===== src/rtl/pid_chn_scheduler_pkg.sv =====
// Shared definitions for the PID channel scheduler: default word widths and
// small channel-index helpers used by the scheduler and its neighbours.
package pid_chn_scheduler_pkg;

   localparam int DEF_DATA_WIDTH = 16;
   localparam int DEF_CHN_WIDTH  = 3;

   // True when a channel index addresses an implemented channel.
   function automatic logic chn_in_range(input int chn, input int num_chn);
      return (chn >= 0) && (chn < num_chn);
   endfunction

   // Round-robin successor of a channel index.
   function automatic int next_chn(input int idx, input int num_chn);
      return (idx >= num_chn - 1) ? 0 : idx + 1;
   endfunction

endpackage


===== src/rtl/pid_chn_scheduler_if.sv =====
// Valid/ready link between the channel scheduler (master) and the shared
// time-multiplexed PID core (slave).
interface pid_chn_scheduler_if #(
   parameter int DATA_WIDTH = 16,
   parameter int CHN_WIDTH  = 3
) ();

   logic                  data_valid_o;
   logic [CHN_WIDTH-1:0]  data_chn_o;
   logic [DATA_WIDTH-1:0] data_fdb_o;
   logic [DATA_WIDTH-1:0] data_ref_o;
   logic                  tready_i;

   modport master (
      output data_valid_o, data_chn_o, data_fdb_o, data_ref_o,
      input  tready_i
   );

   modport slave (
      input  data_valid_o, data_chn_o, data_fdb_o, data_ref_o,
      output tready_i
   );

endinterface


===== src/rtl/pid_chn_scheduler_rr_arbiter.sv =====
// Combinational round-robin arbiter: picks the first requesting channel at or
// after the pointer, wrapping modulo NUM_CHN. The pointer is owned by the parent.
module rr_arbiter #(
   parameter int NUM_CHN   = 4,
   parameter int CHN_WIDTH = 3
) (
   input  logic [NUM_CHN-1:0]   i_req,
   input  logic [CHN_WIDTH-1:0] i_ptr,
   output logic [NUM_CHN-1:0]   o_grant,
   output logic [CHN_WIDTH-1:0] o_idx
);

   logic w_found;

   // Scan priority positions ptr, ptr+1, ... and take the first requester.
   always_comb begin
      o_grant = '0;
      o_idx   = '0;
      w_found = 1'b0;
      for (int i = 0; i < NUM_CHN; i++) begin
         for (int j = 0; j < NUM_CHN; j++) begin
            if (!w_found && i_req[j] && (j == ((int'(i_ptr) + i) % NUM_CHN))) begin
               o_grant[j] = 1'b1;
               o_idx      = CHN_WIDTH'(j);
               w_found    = 1'b1;
            end
         end
      end
   end

endmodule


===== src/rtl/pid_chn_scheduler.sv =====
// Collects per-channel RPM samples and references and issues one
// feedback/reference pair at a time to the shared PID core, round-robin.
// Also tracks sample overruns and per-channel encoder staleness.
module pid_chn_scheduler
   import pid_chn_scheduler_pkg::*;
#(
   parameter int NUM_CHN    = 4,
   parameter int DATA_WIDTH = DEF_DATA_WIDTH,
   parameter int CHN_WIDTH  = DEF_CHN_WIDTH,
   parameter int REF_RST    = 0,
   parameter int STALE_CYC  = 1000000,
   parameter int STALE_W    = 20
) (
   input  logic                          clk,
   input  logic                          rstn,
   input  logic [NUM_CHN-1:0]            rpm_valid_i,
   input  logic [NUM_CHN*DATA_WIDTH-1:0] rpm_data_i,
   input  logic                          tr_valid_i,
   input  logic [CHN_WIDTH-1:0]          tr_chn_i,
   input  logic [DATA_WIDTH-1:0]         tr_data_i,
   input  logic [NUM_CHN-1:0]            stop_i,
   input  logic                          ovr_clr_i,
   pid_chn_scheduler_if.master           pid_if,
   output logic [NUM_CHN-1:0]            overrun_o,
   output logic [NUM_CHN-1:0]            stale_o
);

   logic [DATA_WIDTH-1:0] r_sample [NUM_CHN];
   logic [DATA_WIDTH-1:0] r_ref    [NUM_CHN];
   logic [STALE_W-1:0]    r_wdog   [NUM_CHN];
   logic [NUM_CHN-1:0]    r_pend;
   logic [NUM_CHN-1:0]    r_ovr;
   logic [CHN_WIDTH-1:0]  r_ptr;
   logic                  r_valid;
   logic [CHN_WIDTH-1:0]  r_chn;
   logic [DATA_WIDTH-1:0] r_fdb;
   logic [DATA_WIDTH-1:0] r_refo;

   logic [NUM_CHN-1:0]    w_grant;
   logic [CHN_WIDTH-1:0]  w_idx;
   logic                  w_launch;
   logic                  w_ref_we;
   logic [NUM_CHN-1:0]    w_ovr_set;
   logic [DATA_WIDTH-1:0] w_sel_fdb;
   logic [DATA_WIDTH-1:0] w_sel_ref;

   rr_arbiter #(
      .NUM_CHN   (NUM_CHN),
      .CHN_WIDTH (CHN_WIDTH)
   ) u_arb (
      .i_req   (r_pend),
      .i_ptr   (r_ptr),
      .o_grant (w_grant),
      .o_idx   (w_idx)
   );

   // Launch decision, overrun detection and winner data selection.
   // The selected sample is the registered one, so a same-cycle strobe on the
   // winner is stored for the next round instead of replacing this launch.
   always_comb begin
      w_launch  = (!r_valid || pid_if.tready_i) && (|r_pend);
      w_ref_we  = tr_valid_i && chn_in_range(int'(tr_chn_i), NUM_CHN);
      w_ovr_set = rpm_valid_i & r_pend & ~(w_launch ? w_grant : '0);
      w_sel_fdb = '0;
      w_sel_ref = '0;
      for (int k = 0; k < NUM_CHN; k++) begin
         if (w_grant[k]) begin
            w_sel_fdb = r_sample[k];
            w_sel_ref = stop_i[k] ? '0 : r_ref[k];
         end
      end
   end

   // Sample capture, pending flags and sticky overrun flags (set beats clear).
   always_ff @(posedge clk or negedge rstn) begin
      if (!rstn) begin
         r_pend <= '0;
         r_ovr  <= '0;
         for (int k = 0; k < NUM_CHN; k++) r_sample[k] <= '0;
      end else begin
         for (int k = 0; k < NUM_CHN; k++) begin
            if (rpm_valid_i[k]) begin
               r_sample[k] <= rpm_data_i[k*DATA_WIDTH +: DATA_WIDTH];
               r_pend[k]   <= 1'b1;
            end else if (w_launch && w_grant[k]) begin
               r_pend[k]   <= 1'b0;
            end
         end
         r_ovr <= w_ovr_set | (r_ovr & ~{NUM_CHN{ovr_clr_i}});
      end
   end

   // Reference registers; out-of-range channel writes are dropped.
   always_ff @(posedge clk or negedge rstn) begin
      if (!rstn) begin
         for (int k = 0; k < NUM_CHN; k++) r_ref[k] <= DATA_WIDTH'(REF_RST);
      end else begin
         for (int k = 0; k < NUM_CHN; k++) begin
            if (w_ref_we && (tr_chn_i == CHN_WIDTH'(k))) r_ref[k] <= tr_data_i;
         end
      end
   end

   // Output register and round-robin pointer; load and transfer may coincide.
   always_ff @(posedge clk or negedge rstn) begin
      if (!rstn) begin
         r_valid <= 1'b0;
         r_chn   <= '0;
         r_fdb   <= '0;
         r_refo  <= '0;
         r_ptr   <= '0;
      end else if (w_launch) begin
         r_valid <= 1'b1;
         r_chn   <= w_idx;
         r_fdb   <= w_sel_fdb;
         r_refo  <= w_sel_ref;
         r_ptr   <= CHN_WIDTH'(next_chn(int'(w_idx), NUM_CHN));
      end else if (pid_if.tready_i) begin
         r_valid <= 1'b0;
      end
   end

   // Encoder watchdogs: restart on every sample, saturate at the stale limit.
   always_ff @(posedge clk or negedge rstn) begin
      if (!rstn) begin
         for (int k = 0; k < NUM_CHN; k++) r_wdog[k] <= '0;
      end else begin
         for (int k = 0; k < NUM_CHN; k++) begin
            if (rpm_valid_i[k])                          r_wdog[k] <= '0;
            else if (r_wdog[k] != STALE_W'(STALE_CYC))   r_wdog[k] <= r_wdog[k] + 1'b1;
         end
      end
   end

   // Stale flags decoded from the saturated watchdog counters.
   always_comb begin
      for (int k = 0; k < NUM_CHN; k++) stale_o[k] = (r_wdog[k] == STALE_W'(STALE_CYC));
   end

   assign overrun_o           = r_ovr;
   assign pid_if.data_valid_o = r_valid;
   assign pid_if.data_chn_o   = r_chn;
   assign pid_if.data_fdb_o   = r_fdb;
   assign pid_if.data_ref_o   = r_refo;

endmodule


===== src/flat_wrapper.sv =====
// flat-port wrapper written by rule: the top's interface ports become plain ports
module pid_chn_scheduler_flat import pid_chn_scheduler_pkg::*;
#(
   parameter int NUM_CHN    = 4,
   parameter int DATA_WIDTH = DEF_DATA_WIDTH,
   parameter int CHN_WIDTH  = DEF_CHN_WIDTH,
   parameter int REF_RST    = 0,
   parameter int STALE_CYC  = 1000000,
   parameter int STALE_W    = 20
)
  (clk, rstn, rpm_valid_i, rpm_data_i, tr_valid_i, tr_chn_i, tr_data_i, stop_i, ovr_clr_i, overrun_o, stale_o, pid_if_data_valid_o, pid_if_data_chn_o, pid_if_data_fdb_o, pid_if_data_ref_o, pid_if_tready_i);
  pid_chn_scheduler_if #(.DATA_WIDTH(DATA_WIDTH), .CHN_WIDTH(CHN_WIDTH)) pid_if_i ();
  input  logic clk;
  input  logic rstn;
  input  logic [NUM_CHN-1:0] rpm_valid_i;
  input  logic [NUM_CHN*DATA_WIDTH-1:0] rpm_data_i;
  input  logic tr_valid_i;
  input  logic [CHN_WIDTH-1:0] tr_chn_i;
  input  logic [DATA_WIDTH-1:0] tr_data_i;
  input  logic [NUM_CHN-1:0] stop_i;
  input  logic ovr_clr_i;
  output logic [NUM_CHN-1:0] overrun_o;
  output logic [NUM_CHN-1:0] stale_o;
  output wire logic [$bits(pid_if_i.data_valid_o)-1:0] pid_if_data_valid_o;
  output wire logic [$bits(pid_if_i.data_chn_o)-1:0] pid_if_data_chn_o;
  output wire logic [$bits(pid_if_i.data_fdb_o)-1:0] pid_if_data_fdb_o;
  output wire logic [$bits(pid_if_i.data_ref_o)-1:0] pid_if_data_ref_o;
  input wire logic [$bits(pid_if_i.tready_i)-1:0] pid_if_tready_i;
  assign pid_if_data_valid_o = pid_if_i.data_valid_o;
  assign pid_if_data_chn_o = pid_if_i.data_chn_o;
  assign pid_if_data_fdb_o = pid_if_i.data_fdb_o;
  assign pid_if_data_ref_o = pid_if_i.data_ref_o;
  assign pid_if_i.tready_i = pid_if_tready_i;
  pid_chn_scheduler #(.NUM_CHN(NUM_CHN), .DATA_WIDTH(DATA_WIDTH), .CHN_WIDTH(CHN_WIDTH), .REF_RST(REF_RST), .STALE_CYC(STALE_CYC), .STALE_W(STALE_W)) u_core (.clk(clk), .rstn(rstn), .rpm_valid_i(rpm_valid_i), .rpm_data_i(rpm_data_i), .tr_valid_i(tr_valid_i), .tr_chn_i(tr_chn_i), .tr_data_i(tr_data_i), .stop_i(stop_i), .ovr_clr_i(ovr_clr_i), .pid_if(pid_if_i), .overrun_o(overrun_o), .stale_o(stale_o));
endmodule

===== config.mk =====
export PLATFORM = sky130hd
export DESIGN_NAME = pid_chn_scheduler_flat
export DESIGN_NICKNAME = d
export VERILOG_FILES = /design/src/rtl/pid_chn_scheduler_pkg.sv /design/src/rtl/pid_chn_scheduler_if.sv /design/src/rtl/pid_chn_scheduler_rr_arbiter.sv /design/src/rtl/pid_chn_scheduler.sv /design/src/flat_wrapper.sv
export SDC_FILE = /design/constraint.sdc
export NUM_CORES = 1
export LEC_CHECK = 0
export CAP_MARGIN = 15
export CORE_AREA = 2 2 158 160
export CTS_CLUSTER_SIZE = 24
export DETAILED_ROUTE_END_ITERATION = 7
export DIE_AREA = 0 0 160 162
export PLACE_DENSITY = 0.74
export SKIP_CTS_REPAIR_TIMING = 1
export SYNTH_ARGS = -nofsm -noshare
export SYNTH_HDL_FRONTEND = slang
export SYNTH_HIERARCHICAL = 1
export SYNTH_SLANG_ARGS = --single-unit

===== constraint.sdc =====
create_clock -name clk -period 2 [get_ports clk]
set_input_delay 0.4 -clock clk [delete_from_list [all_inputs] [get_ports clk]]
set_output_delay 0.4 -clock clk [all_outputs]
set_load 0.02 [all_outputs]

* Word level (Yosys, flattened, before mapping)
Cells that the tools add are included.
** Word-level totals
- Bits in registers :: 254
- Bits of input ports :: 96
- Output and inout bits :: 44
- Word-level logic and storage cells :: 217
** Operators by class
- $add $sub $neg :: 8
- $lt $le $gt $ge :: 2
- Equality and inequality tests :: 23
- Mux-type cells :: 77
- Bitwise gates (word level) :: 9
- Reduce and logical (&&, ||, !) cells :: 76
** Operators with widths (number)
- 2-to-1 mux 16 bit :: 12
- 2-to-1 mux 20 bit :: 8
- logical NOT 32 bit :: 4
- adder 20 x 1 -> 20 bit (second input constant) :: 4
- equality test 20 bit (second input constant) :: 4
- != test 20 bit (second input constant) :: 4
- 2-to-1 mux 3 bit :: 14
- logical AND 1 bit :: 41
- 2-to-1 mux 1 bit :: 41
- equality test 3 bit (first input constant) :: 6
- nonzero test 2 bit :: 9
- logical NOT 1 bit :: 16
- AND 4 bit :: 3
- equality test 2 x 3 -> 1 bit (first input constant) :: 3
- inverter 4 bit :: 2
- equality test 3 x 2 -> 1 bit (second input constant) :: 2
- OR reduction 2 bit :: 3
- adder 2 x 1 -> 2 bit (second input constant) :: 2
- adder 2 bit (second input constant) :: 2
- equality test 2 bit (first input constant) :: 2
- 2-to-1 mux 4 bit :: 1
- bitwise OR 4 bit :: 1
- OR reduction 4 bit :: 1
- AND 1 bit (first input constant) :: 3
- other kinds (7) :: 7

* Depth between registers and ports, before layout
- Depth after elaboration :: 67
- Mapped depth :: 10
- Depth with buffers taken out :: 7

* Cells and area by module
The synthesis kept the hierarchy.
** Modules (own cells, without submodules)
- pid_chn_scheduler :: times used 1, cells an instance 1061, area an instance 11702.5 sq um, seq. area each 6381.1 sq um
- rr_arbiter :: times used 1, cells an instance 26, area an instance 160.2 sq um, seq. area each 0.0 sq um

* Worst setup path before layout
No wires, ideal clock.
- Kind :: reg-to-output
- From :: reg u_core/r_wdog[20] (netlist name)
- To :: out stale_o[2]
- Arrival :: 1.811 ns
- Data required time :: 1.600 ns
- Slack :: -0.211 ns
- Cell stages (with the launch flop) :: 5
- Buffers on the path :: 0
- Path through :: dfrtp_1 -> inv_1 -> ha_1 -> or4bb_1 -> nor4_1
** On the way
- Cells in the longest elaborated chain, start to end :: 1
** Ends and longest elaborated chain
- from (decl) :: line pid_chn_scheduler.sv:30 : logic [STALE_W-1:0] r_wdog [NUM_CHN];
- from (signal, indexed assignment) :: line pid_chn_scheduler.sv:129 : if (rpm_valid_i[k]) r_wdog[k] <= '0;
- equality test 20 bit :: line pid_chn_scheduler.sv:137 : for (int k = 0; k < NUM_CHN; k++) stale_o[k] = (r_wdog[k] == STALE_W'(STALE_CYC));
- to (decl) :: line flat_wrapper.sv:23 : output logic [NUM_CHN-1:0] stale_o;
No other way between the ends.

* Worst setup path after layout
- From :: reg u_core/r_wdog[53] (netlist name)
- To :: out stale_o[1]
The elaborated chain is that of the path after synthesis.

==> out/summary.txt <==
Worst EP required - 1600 ps
share of cells above drive strength 1 - 29.04%
worst-path cell chain - or4_4 > or4_4 > nor2_4 > buf_6
PortBufs - 139
via count - 9570
failing checks - setup timing
max-cap violation count - 0
switching part of the total - 32.49%
WS Path Type - flip-flop to output port
Final HPWL DP - 20700 um
Die H - 162 um
Max Transition Viols Final - 0
initial DRC count - 622
final worst setup slack - -576.6 ps
Power Internal - 0.01227 W
slowest CP cell - or4_4
worst-path maximum fanout - 2
Final Hold Vio Count - 0
critical path endpoint category - output port
clk slew on worst S/H paths - 60 ps
commonest cells after routing, fill and taps aside - dfrtp_1, clkdlybuf4s50_1, buf_4
Max Fclk - 388.1 MHz
GR peak layer - met2
syn_nets - 1190
cell mode on critical path - or4_4
Worst path max stage delay - 540 ps
vias in the first global route - 9744
Initial Util - 49.06%
CTS Sinks - 254
clk_lat worst skew - 530 ps
reg2reg setup slack - -100 ps
Remaining Overflow, GRT - 0
sequential share of power - 36.1%
Hold Crit Class - input port to flip-flop
cells after synthesis - 1084
Num CTS Buffers - 28
Pwr per Cell Area - 1128 nW/um2
total negative slack - -2073 ps
drt pass-1 iters - 5
Logic pwr share - 36.1%
Core Box Area - 24110 um2
CTS Buffer Depth - 3
relative slew slack - 57.21%
Remaining DRCs - 0
Routed Antenna Nets - 0
min Tclk post-route - 2577 ps
R2R cell count - 8
GRT Total Usage - 23.64%
hold path depth - 3
Setup-failing EPs final - 20
CTS root buf - clkbuf_16
drt via density - 5.676
Die ar. - 25920 um2
htree depth - 1
first-pass GRT wire length - 49640 um
synthesized area - 11830 um2
delay-heaviest family, CP - simple AND/OR/NAND/NOR gates
met1 GRT Util - 31.99%
Arr. time, crit path - 2180 ps
initial antenna violation count - 2
final WL - 31340 um
Rows - 57
Synth Warn # - 6
commonest non-fill, non-tap cell in the layout - dfrtp_1
RSZ-0062 raised after global routing - yes
VDD IR max - 795.9 uV
Post-Syn Area per Cell - 10.91 um2
RePlAce Congestion - 0.8263
crit path buf inv count - 1
status - finished with violations
maximum number of pins on one net before global-route repair - 60
Final nets - 1446
worst slew pin tran - 641.8 ps
M3 GR Usage - 3.141%
dpl ws - -524.0 ps
fin crit share - 128.8%
IO Pins - 140
GR Util met2 - 40.02%
Fin Clk Skew - 12.42 ps
WL/cell - 18.59 um
CP Launch Type - flip-flop
area delta synth->final - 36.28%
leak pwr - 6.912 nW
CTS tree - yes
Worst path depth - 4
die width - 160 um
Net Sw Power - 0.005907 W
Clk pwr share - 27.8%
-- path summary, 6_finish.rpt --
check | startpoint | endpoint
max | u_core/r_wdog[53] | stale_o[1]
min | rpm_valid_i[2] | u_core/r_sample[22]
max reg2reg | u_core/r_ptr[0] | u_core/pid_if.data_ref_o[14]
min reg2reg | u_core/overrun_o[3] | u_core/overrun_o[3]
max in group asynchronous | rstn | u_core/r_sample[13]
min in group asynchronous | rstn | u_core/r_wdog[41]
-- cell type report --
cell class              count  area [um2]
clock buffers              42       874.6
fillers                  1839        7990
clock inverters             8       51.30
flip-flops and latches    254        6357
repair buffers            288        2769
inverters                  36       135.1
diodes                      2       5.005
well taps                 324       405.4
multi-input cells         732        5518
-- state kept, by name (all words and copies together) (netlist names) --
signal,cells
u_core/r_wdog,80
u_core/r_ref,64
u_core/r_sample,64
u_core/pid_if.data_fdb_o,16
u_core/pid_if.data_ref_o,16
u_core/overrun_o,4
u_core/r_pend,4
u_core/pid_if.data_chn_o,3
u_core/r_ptr,2
u_core/pid_if.data_valid_o,1
-- routing by layer --
| layer | wire length [um] | part of all wire (%) |
|---|---|---|
| met3 | 1653 | 5.3 |
| met5 | 0 | 0 |
| met1 | 13470 | 43 |
| met2 | 15510 | 49 |
| met4 | 702 | 2.2 |
-- power by group through the flow --
stage	logic (W)	registers (W)	clock network [W]
finish	0.00657	0.00656	0.00506
global route	0.00698	0.00664	0.00539
CTS	0.00579	0.00651	0.00515
detailed placement	0.00574	0.00659	0
global placement	0.00565	0.00656	0
floorplan	0.00278	0.00692	0
-- per-stage QoR --
stage	hold WS, ps	cell area [um2]	util [%]	instances	power, W
2_1_floorplan	104.4	11950	-	1084	0.009698
3_3_place_gp	356.6	14730	61.10	1624	0.01221
3_5_place_dp	352.7	14730	61.10	1624	0.01233
4_1_cts	-204.2	15650	64.94	1674	0.01745
5_1_grt	365.1	16120	66.85	1686	0.01901
6_report	351.3	16120	66.85	1686	0.01818
-- worst reg2reg max path, delay by kind of cell, from the launching register on --
family / cells / cell delay [ps]
and+or+nand+nor: 3 / 480
buffers and inverters: 1 / 150
AOI/OAI and AO/OA: 4 / 970
DFF: 1 / 380
(Power assumes the default switching activity.)
